## src/rtl/id_pipe_if.sv

```systemverilog
// ID -> EX handshake bundle: the ID/EX pipeline register contents plus valid/ready.
interface id_pipe_if #(
    parameter int InstAddrBus = 32,
    parameter int RegAddrBus  = 5,
    parameter int RegBus      = 32,
    parameter int AluOpBus    = 8,
    parameter int AluSelBus   = 3
);
    logic                   valid;
    logic                   ready;
    logic [AluOpBus-1:0]    aluop;
    logic [AluSelBus-1:0]   alusel;
    logic [RegBus-1:0]      reg1_data;
    logic [RegBus-1:0]      reg2_data;
    logic [RegAddrBus-1:0]  w_addr;
    logic                   wreg;
    logic [InstAddrBus-1:0] pc;

    modport master (
        output valid, aluop, alusel, reg1_data, reg2_data, w_addr, wreg, pc,
        input  ready
    );

    modport slave (
        input  valid, aluop, alusel, reg1_data, reg2_data, w_addr, wreg, pc,
        output ready
    );
endinterface

```

## src/rtl/id_pipe.sv

```systemverilog
// Registered MIPS decode stage: operand forwarding from EX/MEM, load-use stall,
// and an ID/EX register handed to execute over a valid/ready handshake.
module id_pipe #(
    parameter int InstAddrBus = 32,
    parameter int InstBus     = 32,
    parameter int RegAddrBus  = 5,
    parameter int RegBus      = 32,
    parameter int AluOpBus    = 8,
    parameter int AluSelBus   = 3
) (
    input  logic                   clk,
    input  logic                   rst_n,
    input  logic                   id_valid_i,
    output logic                   id_ready_o,
    input  logic [InstAddrBus-1:0] id_pc_i,
    input  logic [InstBus-1:0]     id_inst_i,
    output logic                   reg1_ren_o,
    output logic                   reg2_ren_o,
    output logic [RegAddrBus-1:0]  reg1_addr_o,
    output logic [RegAddrBus-1:0]  reg2_addr_o,
    input  logic [RegBus-1:0]      reg1_data_i,
    input  logic [RegBus-1:0]      reg2_data_i,
    input  logic                   ex_wreg_i,
    input  logic [RegAddrBus-1:0]  ex_waddr_i,
    input  logic [RegBus-1:0]      ex_wdata_i,
    input  logic                   ex_is_load_i,
    input  logic                   mem_wreg_i,
    input  logic [RegAddrBus-1:0]  mem_waddr_i,
    input  logic [RegBus-1:0]      mem_wdata_i,
    input  logic                   flush_i,
    id_pipe_if.master              ex
);
    localparam logic [AluSelBus-1:0] SEL_LOGIC = AluSelBus'(1);
    localparam logic [AluSelBus-1:0] SEL_ARITH = AluSelBus'(4);
    localparam logic [AluSelBus-1:0] SEL_LOAD  = AluSelBus'(7);

    typedef struct packed {
        logic [AluOpBus-1:0]    aluop;
        logic [AluSelBus-1:0]   alusel;
        logic [RegBus-1:0]      reg1_data;
        logic [RegBus-1:0]      reg2_data;
        logic [RegAddrBus-1:0]  w_addr;
        logic                   wreg;
        logic [InstAddrBus-1:0] pc;
    } idex_t;

    logic [5:0]            opc, funct;
    logic [RegAddrBus-1:0] rs, rt, rd;
    logic [15:0]           imm16;
    logic                  unused_sa;

    assign opc       = id_inst_i[31:26];
    assign rs        = id_inst_i[25:21];
    assign rt        = id_inst_i[20:16];
    assign rd        = id_inst_i[15:11];
    assign funct     = id_inst_i[5:0];
    assign imm16     = id_inst_i[15:0];
    assign unused_sa = ^id_inst_i[10:6];

    logic [AluOpBus-1:0]   aluop;
    logic [AluSelBus-1:0]  alusel;
    logic                  wreg, ren1, ren2;
    logic [RegAddrBus-1:0] waddr;
    logic [RegBus-1:0]     imm;

    always_comb begin
        aluop  = '0;
        alusel = '0;
        wreg   = 1'b0;
        waddr  = '0;
        ren1   = 1'b0;
        ren2   = 1'b0;
        imm    = '0;
        case (opc)
            6'h00: begin
                case (funct)
                    6'h24, 6'h25, 6'h26, 6'h27, 6'h21, 6'h23: begin
                        aluop  = AluOpBus'(funct);
                        alusel = funct[2] ? SEL_LOGIC : SEL_ARITH;
                        wreg   = 1'b1;
                        waddr  = rd;
                        ren1   = 1'b1;
                        ren2   = 1'b1;
                    end
                    default: ;
                endcase
            end
            6'h0C, 6'h0D, 6'h0E: begin
                // ANDI/ORI/XORI share the R-type logic aluops
                aluop  = (opc == 6'h0C) ? AluOpBus'(8'h24) :
                         (opc == 6'h0D) ? AluOpBus'(8'h25) : AluOpBus'(8'h26);
                alusel = SEL_LOGIC;
                wreg   = 1'b1;
                waddr  = rt;
                ren1   = 1'b1;
                imm    = RegBus'(imm16);
            end
            6'h0F: begin
                aluop  = AluOpBus'(8'h0F);
                alusel = SEL_LOGIC;
                wreg   = 1'b1;
                waddr  = rt;
                imm    = RegBus'({imm16, 16'h0000});
            end
            6'h09, 6'h23: begin
                aluop  = (opc == 6'h09) ? AluOpBus'(8'h21) : AluOpBus'(8'hE3);
                alusel = (opc == 6'h09) ? SEL_ARITH : SEL_LOAD;
                wreg   = 1'b1;
                waddr  = rt;
                ren1   = 1'b1;
                imm    = {{(RegBus-16){imm16[15]}}, imm16};
            end
            default: ;
        endcase
    end

    assign reg1_ren_o  = ren1;
    assign reg2_ren_o  = ren2;
    assign reg1_addr_o = rs;
    assign reg2_addr_o = rt;

    // A load still in EX has no data yet, so only MEM or the regfile can supply it
    function automatic logic [RegBus-1:0] resolve(input logic ren,
                                                  input logic [RegAddrBus-1:0] a,
                                                  input logic [RegBus-1:0] rf);
        if (!ren || a == '0)                                    return '0;
        else if (ex_wreg_i && ex_waddr_i == a && !ex_is_load_i) return ex_wdata_i;
        else if (mem_wreg_i && mem_waddr_i == a)                return mem_wdata_i;
        else                                                    return rf;
    endfunction

    logic [RegBus-1:0] op1, op2;
    assign op1 = resolve(ren1, rs, reg1_data_i);
    assign op2 = ren2 ? resolve(ren2, rt, reg2_data_i) : imm;

    logic hazard, load_en, issue, vld;
    assign hazard  = ex_is_load_i && ex_wreg_i && (ex_waddr_i != '0) &&
                     ((ren1 && ex_waddr_i == rs) || (ren2 && ex_waddr_i == rt));
    assign load_en = !vld || ex.ready;
    assign issue   = id_valid_i && !hazard && !flush_i;

    assign id_ready_o = flush_i || (load_en && !hazard);

    idex_t dec, q;
    assign dec = {aluop, alusel, op1, op2, waddr, wreg, id_pc_i};

    // Flush must kill the register even while EX is back-pressuring
    always_ff @(posedge clk or negedge rst_n) begin
        if (!rst_n) begin
            vld <= 1'b0;
            q   <= '0;
        end else if (load_en || flush_i) begin
            vld <= issue;
            q   <= issue ? dec : '0;
        end
    end

    assign ex.valid     = vld;
    assign ex.aluop     = q.aluop;
    assign ex.alusel    = q.alusel;
    assign ex.reg1_data = q.reg1_data;
    assign ex.reg2_data = q.reg2_data;
    assign ex.w_addr    = q.w_addr;
    assign ex.wreg      = q.wreg;
    assign ex.pc        = q.pc;
endmodule

```

## src/flat_wrapper.sv

```systemverilog
// flat-port wrapper written by rule: the top's interface ports become plain ports
module id_pipe_flat 
#(
    parameter int InstAddrBus = 32,
    parameter int InstBus     = 32,
    parameter int RegAddrBus  = 5,
    parameter int RegBus      = 32,
    parameter int AluOpBus    = 8,
    parameter int AluSelBus   = 3
)
  (clk, rst_n, id_valid_i, id_ready_o, id_pc_i, id_inst_i, reg1_ren_o, reg2_ren_o, reg1_addr_o, reg2_addr_o, reg1_data_i, reg2_data_i, ex_wreg_i, ex_waddr_i, ex_wdata_i, ex_is_load_i, mem_wreg_i, mem_waddr_i, mem_wdata_i, flush_i, ex_valid, ex_aluop, ex_alusel, ex_reg1_data, ex_reg2_data, ex_w_addr, ex_wreg, ex_pc, ex_ready);
  id_pipe_if #(.InstAddrBus(InstAddrBus), .RegAddrBus(RegAddrBus), .RegBus(RegBus), .AluOpBus(AluOpBus), .AluSelBus(AluSelBus)) ex_i ();
  input  logic clk;
  input  logic rst_n;
  input  logic id_valid_i;
  output logic id_ready_o;
  input  logic [InstAddrBus-1:0] id_pc_i;
  input  logic [InstBus-1:0] id_inst_i;
  output logic reg1_ren_o;
  output logic reg2_ren_o;
  output logic [RegAddrBus-1:0] reg1_addr_o;
  output logic [RegAddrBus-1:0] reg2_addr_o;
  input  logic [RegBus-1:0] reg1_data_i;
  input  logic [RegBus-1:0] reg2_data_i;
  input  logic ex_wreg_i;
  input  logic [RegAddrBus-1:0] ex_waddr_i;
  input  logic [RegBus-1:0] ex_wdata_i;
  input  logic ex_is_load_i;
  input  logic mem_wreg_i;
  input  logic [RegAddrBus-1:0] mem_waddr_i;
  input  logic [RegBus-1:0] mem_wdata_i;
  input  logic flush_i;
  output wire logic [$bits(ex_i.valid)-1:0] ex_valid;
  output wire logic [$bits(ex_i.aluop)-1:0] ex_aluop;
  output wire logic [$bits(ex_i.alusel)-1:0] ex_alusel;
  output wire logic [$bits(ex_i.reg1_data)-1:0] ex_reg1_data;
  output wire logic [$bits(ex_i.reg2_data)-1:0] ex_reg2_data;
  output wire logic [$bits(ex_i.w_addr)-1:0] ex_w_addr;
  output wire logic [$bits(ex_i.wreg)-1:0] ex_wreg;
  output wire logic [$bits(ex_i.pc)-1:0] ex_pc;
  input wire logic [$bits(ex_i.ready)-1:0] ex_ready;
  assign ex_valid = ex_i.valid;
  assign ex_aluop = ex_i.aluop;
  assign ex_alusel = ex_i.alusel;
  assign ex_reg1_data = ex_i.reg1_data;
  assign ex_reg2_data = ex_i.reg2_data;
  assign ex_w_addr = ex_i.w_addr;
  assign ex_wreg = ex_i.wreg;
  assign ex_pc = ex_i.pc;
  assign ex_i.ready = ex_ready;
  id_pipe #(.InstAddrBus(InstAddrBus), .InstBus(InstBus), .RegAddrBus(RegAddrBus), .RegBus(RegBus), .AluOpBus(AluOpBus), .AluSelBus(AluSelBus)) u_core (.clk(clk), .rst_n(rst_n), .id_valid_i(id_valid_i), .id_ready_o(id_ready_o), .id_pc_i(id_pc_i), .id_inst_i(id_inst_i), .reg1_ren_o(reg1_ren_o), .reg2_ren_o(reg2_ren_o), .reg1_addr_o(reg1_addr_o), .reg2_addr_o(reg2_addr_o), .reg1_data_i(reg1_data_i), .reg2_data_i(reg2_data_i), .ex_wreg_i(ex_wreg_i), .ex_waddr_i(ex_waddr_i), .ex_wdata_i(ex_wdata_i), .ex_is_load_i(ex_is_load_i), .mem_wreg_i(mem_wreg_i), .mem_waddr_i(mem_waddr_i), .mem_wdata_i(mem_wdata_i), .flush_i(flush_i), .ex(ex_i));
endmodule
```

## config.mk

```make
export PLATFORM = sky130hd
export DESIGN_NAME = id_pipe_flat
export DESIGN_NICKNAME = d
export VERILOG_FILES = /design/src/rtl/id_pipe_if.sv /design/src/rtl/id_pipe.sv /design/src/flat_wrapper.sv
export SDC_FILE = /design/constraint.sdc
export NUM_CORES = 1
export LEC_CHECK = 0
export BUFFER_PORTS_ARGS = -buffer_cell sky130_fd_sc_hd__buf_4
export CORE_AREA = 2 2 130 132
export CTS_BUF_LIST = sky130_fd_sc_hd__clkbuf_2
export CTS_CLUSTER_SIZE = 40
export DETAILED_ROUTE_END_ITERATION = 8
export DIE_AREA = 0 0 132 134
export PLACE_DENSITY = 0.81
export SYNTH_ARGS = -nofsm -noshare
export SYNTH_HDL_FRONTEND = slang
export SYNTH_SLANG_ARGS = --single-unit
```

## constraint.sdc

```tcl
create_clock -name clk -period 1.4 [get_ports clk]
set_input_delay 0 -clock clk [delete_from_list [all_inputs] [get_ports clk]]
set_output_delay 0 -clock clk [all_outputs]
set_load 0.1 [all_outputs]
```

==> results of run 1 <==
power by group:
group / total (mW) / internal (mW) / switching, mW
Clock: 2.97 / 1.24 / 1.73
Combinational: 3.36 / 1.58 / 1.77
Sequential: 3.44 / 3.34 / 0.100
final cells by class:
class	instances	area (sq um)
clock inverter	15	221.5
antenna	2	5.005
clock buffer	17	85.08
timing repair buffer	723	7923
sequential	113	2839
multi-input combinational	472	3532
inverter	3	11.26
tap	220	275.3
fill	519	1398
metal layers:
| metal | vias to the layer above | track usage [%] | wire (um) | share of wire [%] |
|---|---|---|---|---|
| li1 | 3788 | - | - | - |
| met1 | 4653 | 45.73 | 14880 | 32 |
| met2 | 1143 | 73.44 | 20980 | 45 |
| met3 | 445 | 12.13 | 5924 | 13 |
| met4 | 0 | 27.36 | 4809 | 10 |
| met5 | - | 0 | 0 | 0 |
critical path: cells and delay by family (launching register included):
family / cells / cell delay, ns
simple gates: 3 / 0.39
buf+inv: 5 / 0.64
flops: 1 / 0.55
compound gates: 2 / 0.29
cell families after synthesis:
group / count (synthesis) / share of synthesized area [%]
AO/OA/AOI/OAI: 264 / 31.22
XOR/XNOR: 20 / 2.749
buffers and inverters: 70 / 5.616
flip-flops: 113 / 44.37
AND/OR/NAND/NOR: 156 / 11.02
multiplexers: 32 / 5.027
state kept, by name, indices dropped and copies added, names as in the netlist:
| name | cells |
|---|---|
| u_core.ex.reg2_data | 32 |
| u_core.ex.w_addr | 5 |
| u_core.ex.pc | 32 |
| u_core.ex.valid | 1 |
| u_core.ex.wreg | 1 |
| u_core.ex.aluop | 7 |
| u_core.ex.alusel | 3 |
| u_core.ex.reg1_data | 32 |
synthesized netlist by cell type, drive strengths merged, types with 5 or more instances:
library cell,count
a22oi,20
clkbuf,31
a32o,15
nor2,73
nand2b,5
a21boi,17
a21oi,37
o31ai,16
a211oi,17
nand2,48
buf,36
o21ai,29
mux2i,32
dfrtp,113
xnor2,7
a22o,70
a31o,15
xor2,13
a21o,16
repair_timing:
| action | CTS | global route |
|---|---|---|
| pin swaps | 11 | 33 |
| gates cloned | 14 | 5 |
| gates resized for setup | 275 | 191 |
| buffers inserted | 32 | 59 |
| setup endpoints to repair | 217 | 224 |
| hold endpoints to repair | 225 | 7 |
| hold buffers | 205 | 1 |
worst max-delay path by stage:
stage	depth (start not counted)	from	end	slack (ns)
finish	10	u_core.ex.valid$_DFFE_PN0P_	u_core.ex.reg1_data[4]$_DFFE_PN0P_	-0.54
global route	10	u_core.ex.valid$_DFFE_PN0P_	u_core.ex.reg1_data[4]$_DFFE_PN0P_	-0.58
CTS	6	u_core.ex.valid$_DFFE_PN0P_	id_ready_o	-0.50
detailed placement	9	id_inst_i[17]	u_core.ex.reg2_data[31]$_DFFE_PN0P_	-0.53
global placement	9	id_inst_i[17]	u_core.ex.reg2_data[31]$_DFFE_PN0P_	-0.50
floorplan	6	u_core.ex.valid$_DFFE_PN0P_	u_core.ex.reg1_data[0]$_DFFE_PN0P_	-0.22
==> Flow_metrics.wiki, run 1 <==
{| class="wikitable"
! Metric !! Value
|-
| Clock tree from TritonCTS || yes
|-
| Cells after synthesis || between 600 and 700
|-
| Global-route usage over all layers || 42.46%
|-
| Share of cells above drive strength 1 || 47.36%
|-
| Most common library cell in the layout ignoring fill and taps || sky130_fd_sc_hd__buf_4
|-
| Port-buffer cells || 336
|-
| Final standard cell utilization of the core || 91.42%
|-
| Hold path startpoint || flush_i
|-
| Type of the setup path with the least slack || flop to flop
|-
| Minimum clock period || 1.937 ns
|-
| # clock sinks || 113
|-
| Worst-case clock skew || slightly above 0.06 ns
|-
| Number of antenna violations at the first check in global routing || 2
|-
| EDFF count, synth || 0
|-
| Via count of the first global-routing pass || slightly below 10k
|-
| Vias || 10.03k
|-
| Final cell area excluding filler cells || 14890 sq um
|-
| Worst hold-check path type || primary input to flop
|-
| Endpoint of the worst-slack reg-to-reg timing path || u_core.ex.reg1_data[4]$_DFFE_PN0P_
|-
| Final count of negative-setup-slack endpoints || 161
|-
| Ranking of synthesized cells by area || sky130_fd_sc_hd__dfrtp_1 (44%), sky130_fd_sc_hd__a22o_1 (9.6%), sky130_fd_sc_hd__mux2i_1 (5.0%)
|-
| Clk slew on worst S/H paths || 0.21 ns
|-
| Final Instance Count excl. Fillers || between 1.5k and 2k
|-
| Fraction of synthesis flops using an asynchronous set or reset pin || 100.0%
|-
| Final Hold Violating Endpoints || 3
|-
| Worst-case hold path end point || u_core.ex.valid$_DFFE_PN0P_
|-
| Worst slew pin tran || 0.6336 ns
|-
| Startpoint of the worst-slack reg-to-reg timing path || u_core.ex.valid$_DFFE_PN0P_
|-
| Vias per cell || 6.408
|-
| Power density relative to cell area || 656.1 nW/um^2
|-
| Violated checks || negative hold slack, negative setup slack
|-
| Sort of element at the end of the critical path || flop
|-
| Proportion of netlist area held by the largest area contributor || 44.37%
|-
| Worst relative slew slack || 57.31%
|-
| Commonest cells after routing, fill and taps aside || sky130_fd_sc_hd__buf_4 (346), sky130_fd_sc_hd__dlygate4sd3_1 (205), sky130_fd_sc_hd__buf_12 (125)
|-
| Wire length per cell || 29.78 um
|-
| Result of the run || complete, but fails checks
|-
| Crit path cell chain || nand2b_4, buf_4, buf_6, nand3_4, a21oi_2, nor3b_4, buf_6, buf_12, buf_16, a22o_1
|-
| Arrival time at the worst endpoint || around 2.6 ns
|-
| Max-slew violations || 0
|-
| Worst Path Required || just over 2 ns
|-
| Gr ovfl total || 0
|-
| Initial core utilization || between 30 and 40%
|-
| Cell type of the slowest stage on the worst timing path || sky130_fd_sc_hd__dfrtp_4
|-
| Drc violations || 0
|-
| Highest clock rate || 516.4 MHz
|-
| Static leakage || 7.067 nW
|-
| Worst-Skew Late Latency || 0.76 ns
|-
| Starting DRC count in detailed routing || about 1.3k
|-
| Total CTS buffers || 17
|-
| Placed inst area || 9707 sq um
|-
| Count of antenna-violating nets left after detailed routing || 0
|-
| Net count reported at finish || 1540
|-
| Fin Hold WS || -0.4325 ns
|-
| Root cell of the clock tree || sky130_fd_sc_hd__clkbuf_2
|-
| Number of nets produced by synthesis || 865
|-
| Number of placed I/O pins || between 300 and 400
|-
| H-tree depth || 4
|-
| Synthesis-stage register bit count || 113
|-
| Pre-CTS setup slack || -0.5326 ns
|-
| Detailed-router iteration count before antenna repair || 8
|-
| Combined area of all synthesized cells || 6372 sq um
|-
| Final Total Pwr || 9.770 mW
|-
| Mean instance size in the synthesized netlist || 9.729 sq um
|-
| Placed Cells || between 1k and 1.5k
|-
| Dominant cell type by area after synthesis || sky130_fd_sc_hd__dfrtp_1
|-
| Cell row count || 47
|-
| Largest net degree at the start of global routing || 41
|-
| Reg2Reg Depth || 10
|-
| Worst hold path depth || 2
|-
| Final cycle utilization of the critical path || 138.3%
|-
| Number of warnings reported in the yosys synthesis log || 0
|-
| Worst-path maximum fanout || 5
|-
| Sequential area share after synthesis || 44.37%
|-
| Area added between synthesis and finish || 133.7%
|-
| Most common cell type on the critical path || sky130_fd_sc_hd__buf_6
|-
| Number of distinct library cells after synthesis || 49
|-
| Wire length of the first global-routing pass || 56.79 mm
|-
| Worst ir drop on vdd || 449.4 uV
|-
| Minimum setup slack among reg-to-reg paths || -0.54 ns
|-
| Setup Total Neg Slack || -45.00 ns
|-
| Critical path launch point type || flop
|-
| Die extent in x || 132 um
|-
| Estimated wirelength of the detail-placed design || 20.12 mm
|-
| GPL Wtd Cong || 0.9085
|-
| Count of maximum capacitance violations || 0
|-
| Vertical extent of the die || 134 um
|-
| Final worst slack || -0.5365 ns
|-
| Routed WL || 46.60 mm
|-
| Maximum buffer depth of the clock tree || 2
|-
| Top FF cell, synth || sky130_fd_sc_hd__dfrtp_1
|-
| Worst stage delay on the critical path || 0.55 ns
|-
| Setup repair after global routing missed its margin || true
|-
| Full die area || about 18000 sq um
|-
| Core area || roughly 16000 sq um
|}
Power figures use the tool's default switching activity.
==> run 2, diff against run 1 <==
--- a/config.mk
+++ b/config.mk
@@ -6,12 +6,13 @@
 export NUM_CORES = 1
 export LEC_CHECK = 0
 export BUFFER_PORTS_ARGS = -buffer_cell sky130_fd_sc_hd__buf_4
-export CORE_AREA = 2 2 130 132
+export CELL_PAD_IN_SITES_DETAIL_PLACEMENT = 1
+export CELL_PAD_IN_SITES_GLOBAL_PLACEMENT = 1
+export CORE_UTILIZATION = 30
 export CTS_BUF_LIST = sky130_fd_sc_hd__clkbuf_2
 export CTS_CLUSTER_SIZE = 40
 export DETAILED_ROUTE_END_ITERATION = 8
-export DIE_AREA = 0 0 132 134
-export PLACE_DENSITY = 0.81
+export PLACE_DENSITY = 0.85
 export SYNTH_ARGS = -nofsm -noshare
 export SYNTH_HDL_FRONTEND = slang
 export SYNTH_SLANG_ARGS = --single-unit
==> Flow_metrics.wiki, run 2 <==
{| class="wikitable"
! Metric !! Value
|-
| Combined area of all synthesized cells || 6372 sq um (unchanged)
|-
| Vertical extent of the die || 147.7 um (+10%)
|-
| Maximum buffer depth of the clock tree || 2 (unchanged)
|-
| Worst End Pin Type || primary output
|-
| Fraction of synthesis flops using an asynchronous set or reset pin || 100.0% (unchanged)
|-
| Top FF cell, synth || sky130_fd_sc_hd__dfrtp_1
|-
| Sequential area share after synthesis || 44.37% (unchanged)
|-
| GPL Wtd Cong || 0.8515 (-6.3%)
|-
| Mean instance size in the synthesized netlist || 9.729 sq um (unchanged)
|-
| Total CTS buffers || 17 (unchanged)
|-
| Gr ovfl total || 483
|-
| Result of the run || did not finish
|-
| Cell row count || 52 (+11%)
|-
| Synth top cells by count || sky130_fd_sc_hd__dfrtp_1 (113), sky130_fd_sc_hd__nor2_1 (73), sky130_fd_sc_hd__a22o_1 (70), sky130_fd_sc_hd__nand2_1 (48), sky130_fd_sc_hd__a21oi_1 (37)
|-
| First Err || [ERROR GRT-0232] Routing congestion too high. Check the congestion heatmap in the GUI.
|-
| Dominant cell type by area after synthesis || sky130_fd_sc_hd__dfrtp_1
|-
| Compound-Gate Fraction of Synth Area || 31.22% (unchanged)
|-
| Most frequent cell after synthesis || sky130_fd_sc_hd__dfrtp_1
|-
| Number of distinct library cells after synthesis || 49 (unchanged)
|-
| Number of antenna violations at the first check in global routing || 22
|-
| Combinational family with the most area after synthesis || compound AO/OA/AOI/OAI gates
|-
| Root cell of the clock tree || sky130_fd_sc_hd__clkbuf_2
|-
| Arithmetic-cell share of the synthesized area counting full adders, half adders and majority gates || 0% (unchanged)
|-
| Die extent in x || 147.7 um (+12%)
|-
| Last stage reached || global routing
|-
| EDFF count, synth || 0 (unchanged)
|-
| Ranking of synthesized cells by area || sky130_fd_sc_hd__dfrtp_1 (44%), sky130_fd_sc_hd__a22o_1 (9.6%), sky130_fd_sc_hd__mux2i_1 (5.0%)
|-
| Synthesis-stage register bit count || 113 (unchanged)
|-
| Pre-CTS setup slack || -0.5216 ns (+0.01095 ns)
|-
| # clock sinks || 113 (unchanged)
|-
| Number of warnings reported in the yosys synthesis log || 0 (unchanged)
|-
| Proportion of netlist area held by the largest area contributor || 44.37% (unchanged)
|-
| Number of placed I/O pins || 337 (unchanged)
|-
| Initial core utilization || 30.99% (-8.1 points)
|-
| Fraction of synthesized cell area in xor and xnor cells || 2.749% (unchanged)
|-
| Multiplexer area fraction after synthesis || 5.027% (unchanged)
|-
| Global-route usage over all layers || 88.72%
|-
| Simple-gate portion of the synthesized area || 11.02% (unchanged)
|-
| End pin of the worst setup path after global-route repair || id_ready_o
|-
| Port-buffer cells || 336 (unchanged)
|-
| Number of nets produced by synthesis || 865 (unchanged)
|-
| Cells after synthesis || 655 (unchanged)
|-
| Estimated wirelength of the detail-placed design || 23.20 mm (+15%)
|-
| H-tree depth || 4 (unchanged)
|-
| Largest net degree at the start of global routing || 59
|}
run 2: cell counts after synthesis:
Identical to the previous run, type by type.
run 2: cells by family after synthesis:
family | count (synthesis)
AO/OA/AOI/OAI | 264
multiplexers | 32
AND/OR/NAND/NOR | 156
buffers and inverters | 70
XOR/XNOR | 20
flip-flops | 113
run 2: per-layer routing:
layer  overflow  GRT usage [%]
met1          8          85.32
met4        185          98.92
met5          1          29.32
met2        284          104.1
met3          5          75.99
run 2: repair_timing:
item / in CTS
pin swaps: 4
setup buffers: 44
gates cloned: 9
endpoints found under the hold margin: 224
resized for setup: 354
endpoints found under the setup margin: 218
hold buffers: 209
run 2: per-stage QoR:
step	utilization [%]	std cells	instance area [sq um]	setup TNS, ns	hold WS (ns)
4_1_cts	69.68	1578	14330	-30.43	-0.5320
3_5_place_dp	47.91	1284	9849	-48.53	-0.1099
3_3_place_gp	47.91	1284	9849	-45.12	-0.1109
2_1_floorplan	-	655	6535	-19.44	-0.2956
==> run 3, diff against run 2 <==
==> config.mk (replaced) <==
export PLATFORM = sky130hd
export DESIGN_NAME = id_pipe_flat
export DESIGN_NICKNAME = d
export VERILOG_FILES = /design/src/rtl/id_pipe_if.sv /design/src/rtl/id_pipe.sv /design/src/flat_wrapper.sv
export SDC_FILE = /design/constraint.sdc
export NUM_CORES = 1
export LEC_CHECK = 0
export BUFFER_PORTS_ARGS = -buffer_cell sky130_fd_sc_hd__buf_4
export CORE_UTILIZATION = 35
export DETAILED_ROUTE_END_ITERATION = 8
export PLACE_DENSITY_LB_ADDON = 0.15
export SYNTH_ARGS = -nofsm -noshare
export SYNTH_HDL_FRONTEND = slang
export SYNTH_SLANG_ARGS = --single-unit
==> constraint.sdc (replaced) <==
create_clock -name clk -period 1.8 [get_ports clk]
set_input_delay 0 -clock clk [delete_from_list [all_inputs] [get_ports clk]]
set_output_delay 0 -clock clk [all_outputs]
set_load 0.1 [all_outputs]
==> Flow_metrics.wiki, run 3 (same netlist as run 1, synthesis figures left out) <==
{| class="wikitable"
! Metric !! Value
|-
| Final count of negative-setup-slack endpoints || 0
|-
| Detailed-router iteration count before antenna repair || 6
|-
| Fin Hold WS || 0.008722 ns
|-
| Worst Path Required || about 2.2 ns
|-
| Result of the run || complete, no violations
|-
| Root cell of the clock tree || sky130_fd_sc_hd__clkbuf_16
|-
| Vias || 7242
|-
| Final Total Pwr || 7.965 mW
|-
| Wire length of the first global-routing pass || 40.61 mm
|-
| Vertical extent of the die || 136.9 um (-7.3%)
|-
| Total CTS buffers || 17 (unchanged)
|-
| Worst-path maximum fanout || 8
|-
| Crit path buf inv count || 1
|-
| Met2 routed WL || 13.26 mm
|-
| Crit path cell chain || nand2b_1, nand3_1, a21oi_2, nor3b_4, buf_4, a22o_1
|-
| Share of cells above drive strength 1 || between 40% and 50%
|-
| Number of placed I/O pins || 337 (unchanged)
|-
| Estimated wirelength of the detail-placed design || 19.31 mm (-17%)
|-
| Worst hold-check path type || primary input to flop
|-
| Commonest cells after routing, fill and taps aside || sky130_fd_sc_hd__buf_4 (385), sky130_fd_sc_hd__dfrtp_1 (112), sky130_fd_sc_hd__dlygate4sd3_1 (110)
|-
| Routed WL || 27.19 mm
|-
| Minimum setup slack among reg-to-reg paths || 0.06 ns
|-
| Global-route usage over all layers || 29.17%
|-
| Starting DRC count in detailed routing || 453
|-
| Count of antenna diodes in the layout || 0
|-
| Gate family responsible for the most delay along the worst path || simple AND/OR/NAND/NOR gates
|-
| # clock sinks || 113 (unchanged)
|-
| Area added between synthesis and finish || 77.73%
|-
| Cell row count || 48 (-7.7%)
|-
| Count of antenna-violating nets left after detailed routing || 0
|-
| Worst stage delay on the critical path || 0.47 ns
|-
| Type of the setup path with the least slack || flop to flop
|-
| Number of antenna violations at the first check in global routing || 0
|-
| Worst relative slew slack || 67.34%
|-
| H-tree depth || 4 (unchanged)
|-
| Port-buffer cells || 336 (unchanged)
|-
| Worst ir drop on vdd || approximately 630 uV
|-
| Final cycle utilization of the critical path || 96.74%
|-
| Maximum buffer depth of the clock tree || 2 (unchanged)
|-
| Critical path launch point type || flop
|-
| Wire length per cell || around 20 um
|-
| Worst-Skew Late Latency || 0.42 ns
|-
| Drc violations || 0
|-
| Worst slew pin tran || 0.4899 ns
|-
| Highest clock rate || 574.3 MHz
|-
| Sort of element at the end of the critical path || flop
|-
| Clock tree from TritonCTS || yes
|-
| Worst-case clock skew || 0.006515 ns
|-
| Die extent in x || 136.9 um (-7.3%)
|-
| Full die area || ~19000 sq um
|-
| Initial core utilization || 36.34% (+5.3 points)
|-
| Static leakage || roughly 5.6 nW
|-
| GPL Wtd Cong || 0.8789 (+3.2%)
|-
| Count of maximum capacitance violations || 0
|-
| Met1 Wirelength || 11.35 mm
|-
| Arrival time at the worst endpoint || around 2.1 ns
|-
| Cell type of the slowest stage on the worst timing path || sky130_fd_sc_hd__dfrtp_4
|-
| Via count of the first global-routing pass || 7146
|-
| Vias per cell || 5.329
|-
| Routed length on met3 || 1.880 mm
|-
| Core area || roughly 18000 sq um
|-
| Max-slew violations || 0
|-
| Most common library cell in the layout ignoring fill and taps || sky130_fd_sc_hd__buf_4
|-
| Net count reported at finish || 1331
|-
| Top routing layer in use || met4
|-
| Final Hold Violating Endpoints || 0
|-
| Clk slew on worst S/H paths || 0.06 ns
|-
| Power density relative to cell area || 703.3 nW/um^2
|-
| Largest net degree at the start of global routing || 55
|-
| Minimum clock period || 1.741 ns
|-
| Gr ovfl total || 0
|}
[run 3: final timing paths]
path / startpoint / endpoint / cells after the start
setup / recovery: u_core.ex.valid$_DFFE_PN0P_ / u_core.ex.reg1_data[28]$_DFFE_PN0P_ / 6
hold / removal: ex_wdata_i[2] / u_core.ex.reg1_data[2]$_DFFE_PN0P_ / 4
setup reg to reg: u_core.ex.valid$_DFFE_PN0P_ / u_core.ex.reg1_data[28]$_DFFE_PN0P_ / 6
hold reg to reg: u_core.ex.wreg$_DFFE_PN0P_ / u_core.ex.wreg$_DFFE_PN0P_ / 2
max in group asynchronous: rst_n / u_core.ex.reg1_data[1]$_DFFE_PN0P_ / 3
min in group asynchronous: rst_n / u_core.ex.pc[28]$_DFFE_PN0P_ / 2
[run 3: worst min-delay path, cell delays in order]
cell                      delay [ns]
sky130_fd_sc_hd__buf_4          0.09
sky130_fd_sc_hd__nor2_1         0.04
sky130_fd_sc_hd__a21oi_1        0.13
sky130_fd_sc_hd__a22o_1         0.14
[run 3: layout make-up]
cell class / instances / area (sq um)
fill: 1440 / 6211
tap: 225 / 281.5
clock inverter: 15 / 176.4
timing repair buffer: 514 / 4375
sequential: 113 / 2831
inverter: 3 / 11.26
clock buffer: 17 / 425.4
multi-input combinational: 472 / 3224
[run 3: power by group]
group	switching, mW	internal, mW	leakage [nW]
sequential	0.0326	2.60	1.56
clock	1.37	2.08	0.282
combinational	1.08	0.798	3.75
[run 3: repair_timing]
item | CTS | global route
cloned | 1 | 0
resized for setup | 0 | 2
hold buffers | 110 | 0
endpoints found under the hold margin | 199 | 0
setup endpoints to repair | 1 | 31
pin swaps | 1 | 0
setup buffers | 1 | 0
[run 3: metrics by stage]
stage	utilization, %	instance area, sq um	TNS (ns)	cells	worst slack, ns
CTS	64.54	11320	0	1359	0.03123
detailed placement	54.60	9575	-4.798	1215	-0.09846
finish	64.58	11330	0	1359	0.05867
global route	64.58	11330	-0.4525	1359	-0.03767
floorplan	-	6392	0	655	0.01199
global placement	54.60	9575	-1.889	1215	-0.09051
[run 3: layer usage]
metal | global-route usage, % | up-vias
met5 | 0 | -
met4 | 10.56 | 0
met3 | 5.667 | 54
met2 | 48.88 | 325
met1 | 37.15 | 3481
li1 | - | 3382
